[src/rtl/bcd_timekeeper_if.sv]
// Control, load and display signals between the tick/set logic and the BCD time-of-day register.
interface bcd_timekeeper_if;
    logic        en;
    logic        military_time;
    logic        set_hours;
    logic        set_minutes;
    logic        load;
    logic [23:0] load_time;
    logic [2:0]  load_day;
    logic        load_err;
    logic        rollover;
    logic        pm;
    logic [3:0]  hours_msd;
    logic [3:0]  hours_lsd;
    logic [3:0]  minutes_msd;
    logic [3:0]  minutes_lsd;
    logic [3:0]  seconds_msd;
    logic [3:0]  seconds_lsd;
    logic [2:0]  day;

    modport master (
        output en, military_time, set_hours, set_minutes, load, load_time, load_day,
        input  load_err, rollover, pm, hours_msd, hours_lsd, minutes_msd, minutes_lsd,
               seconds_msd, seconds_lsd, day
    );

    modport slave (
        input  en, military_time, set_hours, set_minutes, load, load_time, load_day,
        output load_err, rollover, pm, hours_msd, hours_lsd, minutes_msd, minutes_lsd,
               seconds_msd, seconds_lsd, day
    );
endinterface

[src/rtl/bcd_timekeeper.sv]
// 24 h BCD time-of-day register with tick prescaler, checked parallel load, day counter, 12/24 h display.
// Latency: every update visible right after the performing clock edge; display mapping is combinational.
// No backpressure: strobes act in the cycle they are seen; lower-priority actions that cycle are dropped.
module bcd_timekeeper #(
    parameter int TICK_DIV = 1,
    parameter int HAS_DAYS = 1,
    parameter int NUM_DAYS = 7
) (
    input  logic             clk,
    input  logic             rst_n,
    bcd_timekeeper_if.slave  tk
);
    localparam int              PW        = (TICK_DIV > 1) ? $clog2(TICK_DIV) : 1;
    localparam logic [PW-1:0]   PRESC_MAX = PW'(TICK_DIV - 1);
    localparam logic [2:0]      DAY_MAX   = 3'(NUM_DAYS - 1);

    logic [7:0]    hh_q, hh_d, mm_q, mm_d, ss_q, ss_d;
    logic [PW-1:0] presc_q, presc_d;
    logic [2:0]    day_q, day_d;
    logic          load_err_q, load_err_d;
    logic          rollover_q, rollover_d;

    function automatic logic [7:0] inc_mod60(input logic [7:0] v);
        logic [7:0] r;
        if (v[3:0] == 4'd9) r = (v[7:4] == 4'd5) ? 8'h00 : {v[7:4] + 4'd1, 4'd0};
        else                r = {v[7:4], v[3:0] + 4'd1};
        return r;
    endfunction

    function automatic logic [7:0] inc_mod24(input logic [7:0] v);
        logic [7:0] r;
        if (v == 8'h23)          r = 8'h00;
        else if (v[3:0] == 4'd9) r = {v[7:4] + 4'd1, 4'd0};
        else                     r = {v[7:4], v[3:0] + 4'd1};
        return r;
    endfunction

    logic [3:0] ld_hm, ld_hl, ld_mm, ld_ml, ld_sm, ld_sl;
    logic       load_ok;
    assign {ld_hm, ld_hl, ld_mm, ld_ml, ld_sm, ld_sl} = tk.load_time;
    assign load_ok = (ld_hl <= 4'd9) && (ld_ml <= 4'd9) && (ld_sl <= 4'd9)
                  && (ld_mm <= 4'd5) && (ld_sm <= 4'd5)
                  && ((ld_hm < 4'd2) || ((ld_hm == 4'd2) && (ld_hl <= 4'd3)))
                  && ((HAS_DAYS == 0) || ({1'b0, tk.load_day} < 4'(NUM_DAYS)));

    always_comb begin
        hh_d       = hh_q;
        mm_d       = mm_q;
        ss_d       = ss_q;
        presc_d    = presc_q;
        day_d      = day_q;
        load_err_d = 1'b0;
        rollover_d = 1'b0;
        if (tk.load) begin
            if (load_ok) begin
                hh_d    = tk.load_time[23:16];
                mm_d    = tk.load_time[15:8];
                ss_d    = tk.load_time[7:0];
                presc_d = '0;
                day_d   = (HAS_DAYS != 0) ? tk.load_day : 3'd0;
            end else begin
                load_err_d = 1'b1;
            end
        end else if (tk.set_hours || tk.set_minutes) begin
            // Manual sets never carry into the next field
            if (tk.set_minutes) begin
                mm_d    = inc_mod60(mm_q);
                ss_d    = 8'h00;
                presc_d = '0;
            end
            if (tk.set_hours) hh_d = inc_mod24(hh_q);
        end else if (tk.en) begin
            if (presc_q == PRESC_MAX) begin
                presc_d = '0;
                ss_d    = inc_mod60(ss_q);
                if (ss_q == 8'h59) begin
                    mm_d = inc_mod60(mm_q);
                    if (mm_q == 8'h59) begin
                        hh_d = inc_mod24(hh_q);
                        if (hh_q == 8'h23) begin
                            rollover_d = 1'b1;
                            if (HAS_DAYS != 0) day_d = (day_q == DAY_MAX) ? 3'd0 : day_q + 3'd1;
                        end
                    end
                end
            end else begin
                presc_d = presc_q + 1'b1;
            end
        end
    end

    always_ff @(posedge clk or negedge rst_n) begin
        if (!rst_n) begin
            hh_q       <= 8'h00;
            mm_q       <= 8'h00;
            ss_q       <= 8'h00;
            day_q      <= 3'd0;
            load_err_q <= 1'b0;
            rollover_q <= 1'b0;
        end else begin
            hh_q       <= hh_d;
            mm_q       <= mm_d;
            ss_q       <= ss_d;
            day_q      <= day_d;
            load_err_q <= load_err_d;
            rollover_q <= rollover_d;
        end
    end

    // A divide-by-one tick needs no prescaler state; the constant zero always matches PRESC_MAX
    if (TICK_DIV > 1) begin : g_presc
        always_ff @(posedge clk or negedge rst_n) begin
            if (!rst_n) presc_q <= '0;
            else        presc_q <= presc_d;
        end
    end else begin : g_no_presc
        logic unused_presc;
        assign presc_q      = '0;
        assign unused_presc = ^presc_d;
    end

    logic [4:0] hr_bin, hr12;
    logic       pm_c;
    logic [3:0] disp_msd, disp_lsd;
    assign hr_bin = 5'(hh_q[7:4]) * 5'd10 + 5'(hh_q[3:0]);

    always_comb begin
        hr12     = hr_bin;
        pm_c     = 1'b0;
        disp_msd = hh_q[7:4];
        disp_lsd = hh_q[3:0];
        if (!tk.military_time) begin
            if (hr_bin == 5'd0) begin
                hr12 = 5'd12;
            end else if (hr_bin >= 5'd12) begin
                pm_c = 1'b1;
                if (hr_bin > 5'd12) hr12 = hr_bin - 5'd12;
            end
            if (hr12 >= 5'd10) begin
                disp_msd = 4'd1;
                disp_lsd = 4'(hr12 - 5'd10);
            end else begin
                disp_msd = 4'd0;
                disp_lsd = 4'(hr12);
            end
        end
    end

    assign tk.hours_msd   = disp_msd;
    assign tk.hours_lsd   = disp_lsd;
    assign tk.pm          = pm_c;
    assign tk.minutes_msd = mm_q[7:4];
    assign tk.minutes_lsd = mm_q[3:0];
    assign tk.seconds_msd = ss_q[7:4];
    assign tk.seconds_lsd = ss_q[3:0];
    assign tk.day         = day_q;
    assign tk.load_err    = load_err_q;
    assign tk.rollover    = rollover_q;
endmodule

[src/flat_wrapper.sv]
// flat-port wrapper written by rule: the top's interface ports become plain ports
module bcd_timekeeper_flat 
#(
    parameter int TICK_DIV = 1,
    parameter int HAS_DAYS = 1,
    parameter int NUM_DAYS = 7
)
  (clk, rst_n, tk_en, tk_military_time, tk_set_hours, tk_set_minutes, tk_load, tk_load_time, tk_load_day, tk_load_err, tk_rollover, tk_pm, tk_hours_msd, tk_hours_lsd, tk_minutes_msd, tk_minutes_lsd, tk_seconds_msd, tk_seconds_lsd, tk_day);
  bcd_timekeeper_if tk_i ();
  input  logic clk;
  input  logic rst_n;
  input wire logic [$bits(tk_i.en)-1:0] tk_en;
  input wire logic [$bits(tk_i.military_time)-1:0] tk_military_time;
  input wire logic [$bits(tk_i.set_hours)-1:0] tk_set_hours;
  input wire logic [$bits(tk_i.set_minutes)-1:0] tk_set_minutes;
  input wire logic [$bits(tk_i.load)-1:0] tk_load;
  input wire logic [$bits(tk_i.load_time)-1:0] tk_load_time;
  input wire logic [$bits(tk_i.load_day)-1:0] tk_load_day;
  output wire logic [$bits(tk_i.load_err)-1:0] tk_load_err;
  output wire logic [$bits(tk_i.rollover)-1:0] tk_rollover;
  output wire logic [$bits(tk_i.pm)-1:0] tk_pm;
  output wire logic [$bits(tk_i.hours_msd)-1:0] tk_hours_msd;
  output wire logic [$bits(tk_i.hours_lsd)-1:0] tk_hours_lsd;
  output wire logic [$bits(tk_i.minutes_msd)-1:0] tk_minutes_msd;
  output wire logic [$bits(tk_i.minutes_lsd)-1:0] tk_minutes_lsd;
  output wire logic [$bits(tk_i.seconds_msd)-1:0] tk_seconds_msd;
  output wire logic [$bits(tk_i.seconds_lsd)-1:0] tk_seconds_lsd;
  output wire logic [$bits(tk_i.day)-1:0] tk_day;
  assign tk_i.en = tk_en;
  assign tk_i.military_time = tk_military_time;
  assign tk_i.set_hours = tk_set_hours;
  assign tk_i.set_minutes = tk_set_minutes;
  assign tk_i.load = tk_load;
  assign tk_i.load_time = tk_load_time;
  assign tk_i.load_day = tk_load_day;
  assign tk_load_err = tk_i.load_err;
  assign tk_rollover = tk_i.rollover;
  assign tk_pm = tk_i.pm;
  assign tk_hours_msd = tk_i.hours_msd;
  assign tk_hours_lsd = tk_i.hours_lsd;
  assign tk_minutes_msd = tk_i.minutes_msd;
  assign tk_minutes_lsd = tk_i.minutes_lsd;
  assign tk_seconds_msd = tk_i.seconds_msd;
  assign tk_seconds_lsd = tk_i.seconds_lsd;
  assign tk_day = tk_i.day;
  bcd_timekeeper #(.TICK_DIV(TICK_DIV), .HAS_DAYS(HAS_DAYS), .NUM_DAYS(NUM_DAYS)) u_core (.clk(clk), .rst_n(rst_n), .tk(tk_i));
endmodule
[config.mk]
export PLATFORM = sky130hd
export DESIGN_NAME = bcd_timekeeper_flat
export DESIGN_NICKNAME = d
export VERILOG_FILES = /design/src/rtl/bcd_timekeeper_if.sv /design/src/rtl/bcd_timekeeper.sv /design/src/flat_wrapper.sv
export SDC_FILE = /design/constraint.sdc
export NUM_CORES = 1
export LEC_CHECK = 0
export ABC_AREA = 1
export CORE_UTILIZATION = 45
export CTS_BUF_LIST = sky130_fd_sc_hd__clkbuf_16
export DETAILED_ROUTE_END_ITERATION = 7
export GPL_ROUTABILITY_DRIVEN = 0
export MAX_ROUTING_LAYER = met4
export PLACE_DENSITY = 0.76
export SYNTH_ARGS = -nofsm -noshare
export SYNTH_HDL_FRONTEND = slang
export SYNTH_SLANG_ARGS = --single-unit
[constraint.sdc]
create_clock -name clk -period 4.9 [get_ports clk]
set_input_delay 0.98 -clock clk [delete_from_list [all_inputs] [get_ports clk]]
set_output_delay 0.98 -clock clk [all_outputs]
set_load 0.005 [all_outputs]
==> results.sh <==
export IMPL_wire_per_inst_um=12.7
export IMPL_p_leak_nw=1.63
export IMPL_critical_path_class="flip-flop to primary output"
export IMPL_synthXorXnorAreaFrac=0.0456
export IMPL_setup_viol=0
export IMPL_grt_max_degree=30
export IMPL_finalHoldViolations=0
export IMPL_ys_warn_count=0
export IMPL_pwr_share_seq=0.226
export IMPL_synth_top_family_by_area="simple AND/OR/NAND/NOR gates"
export IMPL_clk_pin_slew_ps=50
export IMPL_initialDrtViolationCount=171
export IMPL_root_buffer="clkbuf_16"
export IMPL_min_period_ps=4690
export IMPL_synth_area_mm2=0.00249
export IMPL_hold_class="flip-flop to flip-flop"
export IMPL_ctsLongestPathBuffers=2
export IMPL_synthMuxAreaShare=0
export IMPL_syn_avg_cell_area_um2=7.11
export IMPL_synth_edf_count=0
export IMPL_fin_setup_tns_ps=0
export IMPL_cts_buffers=5
export IMPL_pre_cts_slack_ps=470
export IMPL_fin_crit_sh=0.956
export IMPL_clk_latency_ps=280
export IMPL_ys_flop_type="dfrtp_1"
export IMPL_drc=0
export IMPL_p_switching_w=0.000622
export IMPL_die_x_um=76.5
export IMPL_worst_slack_ps=215
export IMPL_die_area_mm2=0.00585
export IMPL_cap_violations=0
export IMPL_max_freq_ghz=0.213
export IMPL_grt_pass1_vias=2299
export IMPL_vias_per_cell=5.12
export IMPL_synthAdderAreaFrac=0.0933
export IMPL_synth_compound_area_frac=0.153
export IMPL_io_buffers=63
export IMPL_worstMarginPinSlew_ps=656
export IMPL_comb_power_share=0.550
export IMPL_core_mm2=0.00524
export IMPL_die_height_um=76.5
export IMPL_ant_nets=0
export IMPL_htreeDepth=2
export IMPL_p_sw_frac=0.400
export IMPL_ys_ff_latch=29
export IMPL_relSlewSlack=0.562
export IMPL_seq_area_frac_synth=0.291
export IMPL_syn_num_nets=403
export IMPL_fin_area_mm2=0.00340
export IMPL_via_count=2506
export IMPL_peakVddDrop_mv=0.353
export IMPL_cts_tree="built"
export IMPL_clock_sinks=29
export IMPL_clkPwrFrac=0.223
export IMPL_grt_first_pass_wirelength_um=10500
export IMPL_cell_internal_pwr_w=0.000933
export IMPL_start_kind="flip-flop"
export IMPL_fin_nets=470
export IMPL_end_kind="primary output"
export IMPL_diodes=0
export IMPL_syn_inst=351
export IMPL_power_density_mw_per_mm2=458
export IMPL_placed_area_mm2=0.00320
export IMPL_grt_antenna_before_repair=0
export IMPL_synthSimpleGateAreaFrac=0.309
export IMPL_ys_types=33
export IMPL_cp_max_fo=6
export IMPL_critPathArrivalTime_ps=3710
export IMPL_run_status="finished clean"
export IMPL_drt_total_wl_um=6230
export IMPL_start_util=0.476
export IMPL_drtPass1Iterations=4
export IMPL_area_growth_pct=36.2
export IMPL_skew_ps=5.18
export IMPL_grtUsageTotal=0.227
export IMPL_cp_required_ps=3920
export IMPL_drive_above_1_share=0.124
export IMPL_grt_remaining_overflow=0
export IMPL_slew_violations=0
export IMPL_dp_hpwl_um=4660
export IMPL_io_pins=64
export IMPL_rows=26
export IMPL_synthArstFlopShare=1.00
[registers in the layout (all words and copies together), names as in the netlist]
name and count:
u_core.ss_q 8, u_core.tk.rollover 1, u_core.tk.day 3, u_core.tk.load_err 1, u_core.hh_q 8, u_core.mm_q 8
[layout by cell type (no fill, tap or decap), types with 5 or more instances in the layout]
cell type / count
nand2_1: 71
clkdlybuf4s50_1: 63
inv_1: 55
dfrtp_1: 29
o21ai_0: 26
nor2_1: 22
nand3_1: 17
o22ai_1: 16
ha_1: 15
a21oi_1: 11
nand2_2: 10
o21ai_1: 9
inv_2: 8
nand4_1: 6
nor3_1: 6
xnor2_1: 6
xor2_1: 6
nand3_2: 5
clkbuf_16: 5
[power by group through the flow]
stage          Combinational (W)  Sequential (W)  Clock, W
6_report                0.000856        0.000352  0.000348
2_1_floorplan           0.000535        0.000341         0
4_1_cts                 0.000816        0.000351  0.000352
3_5_place_dp            0.000809        0.000354         0
5_1_grt                 0.000956        0.000363  0.000362
3_3_place_gp            0.000786        0.000351         0
[worst max-delay path, stage by stage (launching register included)]
cell and delay, ps:
dfrtp_1 440, ha_1 250, fa_1 470, xnor2_2 200
inv_1 100, ha_1 210, inv_1 80, nor2_1 90
o211ai_1 260, inv_1 60, nor2_1 140, ha_2 230
nand2_2 60, nand2_2 60, nand2_2 60, nand2_2 70
nand2_1 50, o21ai_1 80, clkdlybuf4s50_1 510
[metal layers]
layer	GRT usage	wire length, um	vias to the layer above	share of wire
met5	-	0	-	0
met4	0.0577	48	0	0.0077
met3	0.0431	384	10	0.062
met2	0.359	2870	79	0.46
met1	0.298	2920	1146	0.47
li1	-	-	1271	-
[worst paths after layout]
check                           slack (ps)              end  cells past startpoint           start
max in group asynchronous             3520   u_core.mm_q[0]                      2           rst_n
worst max register to register        2960   u_core.hh_q[5]                      9  u_core.hh_q[4]
worst min register to register         580   u_core.mm_q[3]                      2  u_core.mm_q[3]
worst max-delay path                   210  tk_hours_lsd[1]                     18  u_core.hh_q[4]
min in group asynchronous             1090   u_core.mm_q[4]                      2           rst_n
worst min-delay path                   580   u_core.mm_q[3]                      2  u_core.mm_q[3]
[synthesized netlist by cell type, types with 4 or more instances]
library cell,number,area (um^2)
nand3_1,17,85.1
nor2_1,22,82.6
xnor2_1,7,61.3
nand2_2,10,62.6
o21ai_1,9,45.0
nand3_2,5,50.1
nand2_1,71,267
ha_1,17,213
nor3_1,6,30.0
a21oi_1,11,55.1
nor2_2,4,25.0
xor2_1,6,52.6
inv_2,8,30.0
nand2_4,4,45.0
inv_1,55,206
o21ai_0,26,130
dfrtp_1,29,726
o22ai_1,16,100
nand4_1,6,37.5
[final cells by class]
cell class / count / area, um^2
Clock inverter: 3 / 41.3
Inverter: 64 / 243
Fill cell: 471 / 1840
Multi-Input combinational cell: 252 / 1520
Clock buffer: 5 / 125
Sequential cell: 29 / 726
Timing Repair Buffer: 66 / 653
Tap cell: 70 / 87.6
[timing repair]
item,in CTS,in global routing
buffers inserted,0,1
hold buffers,0,0
resized for setup,0,3
endpoints found under the setup margin,0,2
[per-stage QoR]
| step | util | instances | total power (W) | hold WS (ps) |
|---|---|---|---|---|
| after detailed placement | 0.611 | 480 | 0.00116 | 567 |
| after global placement | 0.611 | 480 | 0.00114 | 541 |
| final | 0.649 | 489 | 0.00156 | 579 |
| after CTS | 0.643 | 488 | 0.00152 | 577 |
| after floorplan | - | 351 | 0.000876 | 531 |
| after global routing | 0.649 | 489 | 0.00168 | 627 |
[logic make-up (layout without fill, tap and decap cells)]
group,Yosys count,in the layout
AND/OR/NAND/NOR,152,152
buffers and inverters,70,138
AO/OA/AOI/OAI,69,69
flip-flops,29,29
adder cells (fa/ha/maj),18,18
XOR/XNOR,13,13
(Power assumes the default switching activity.)
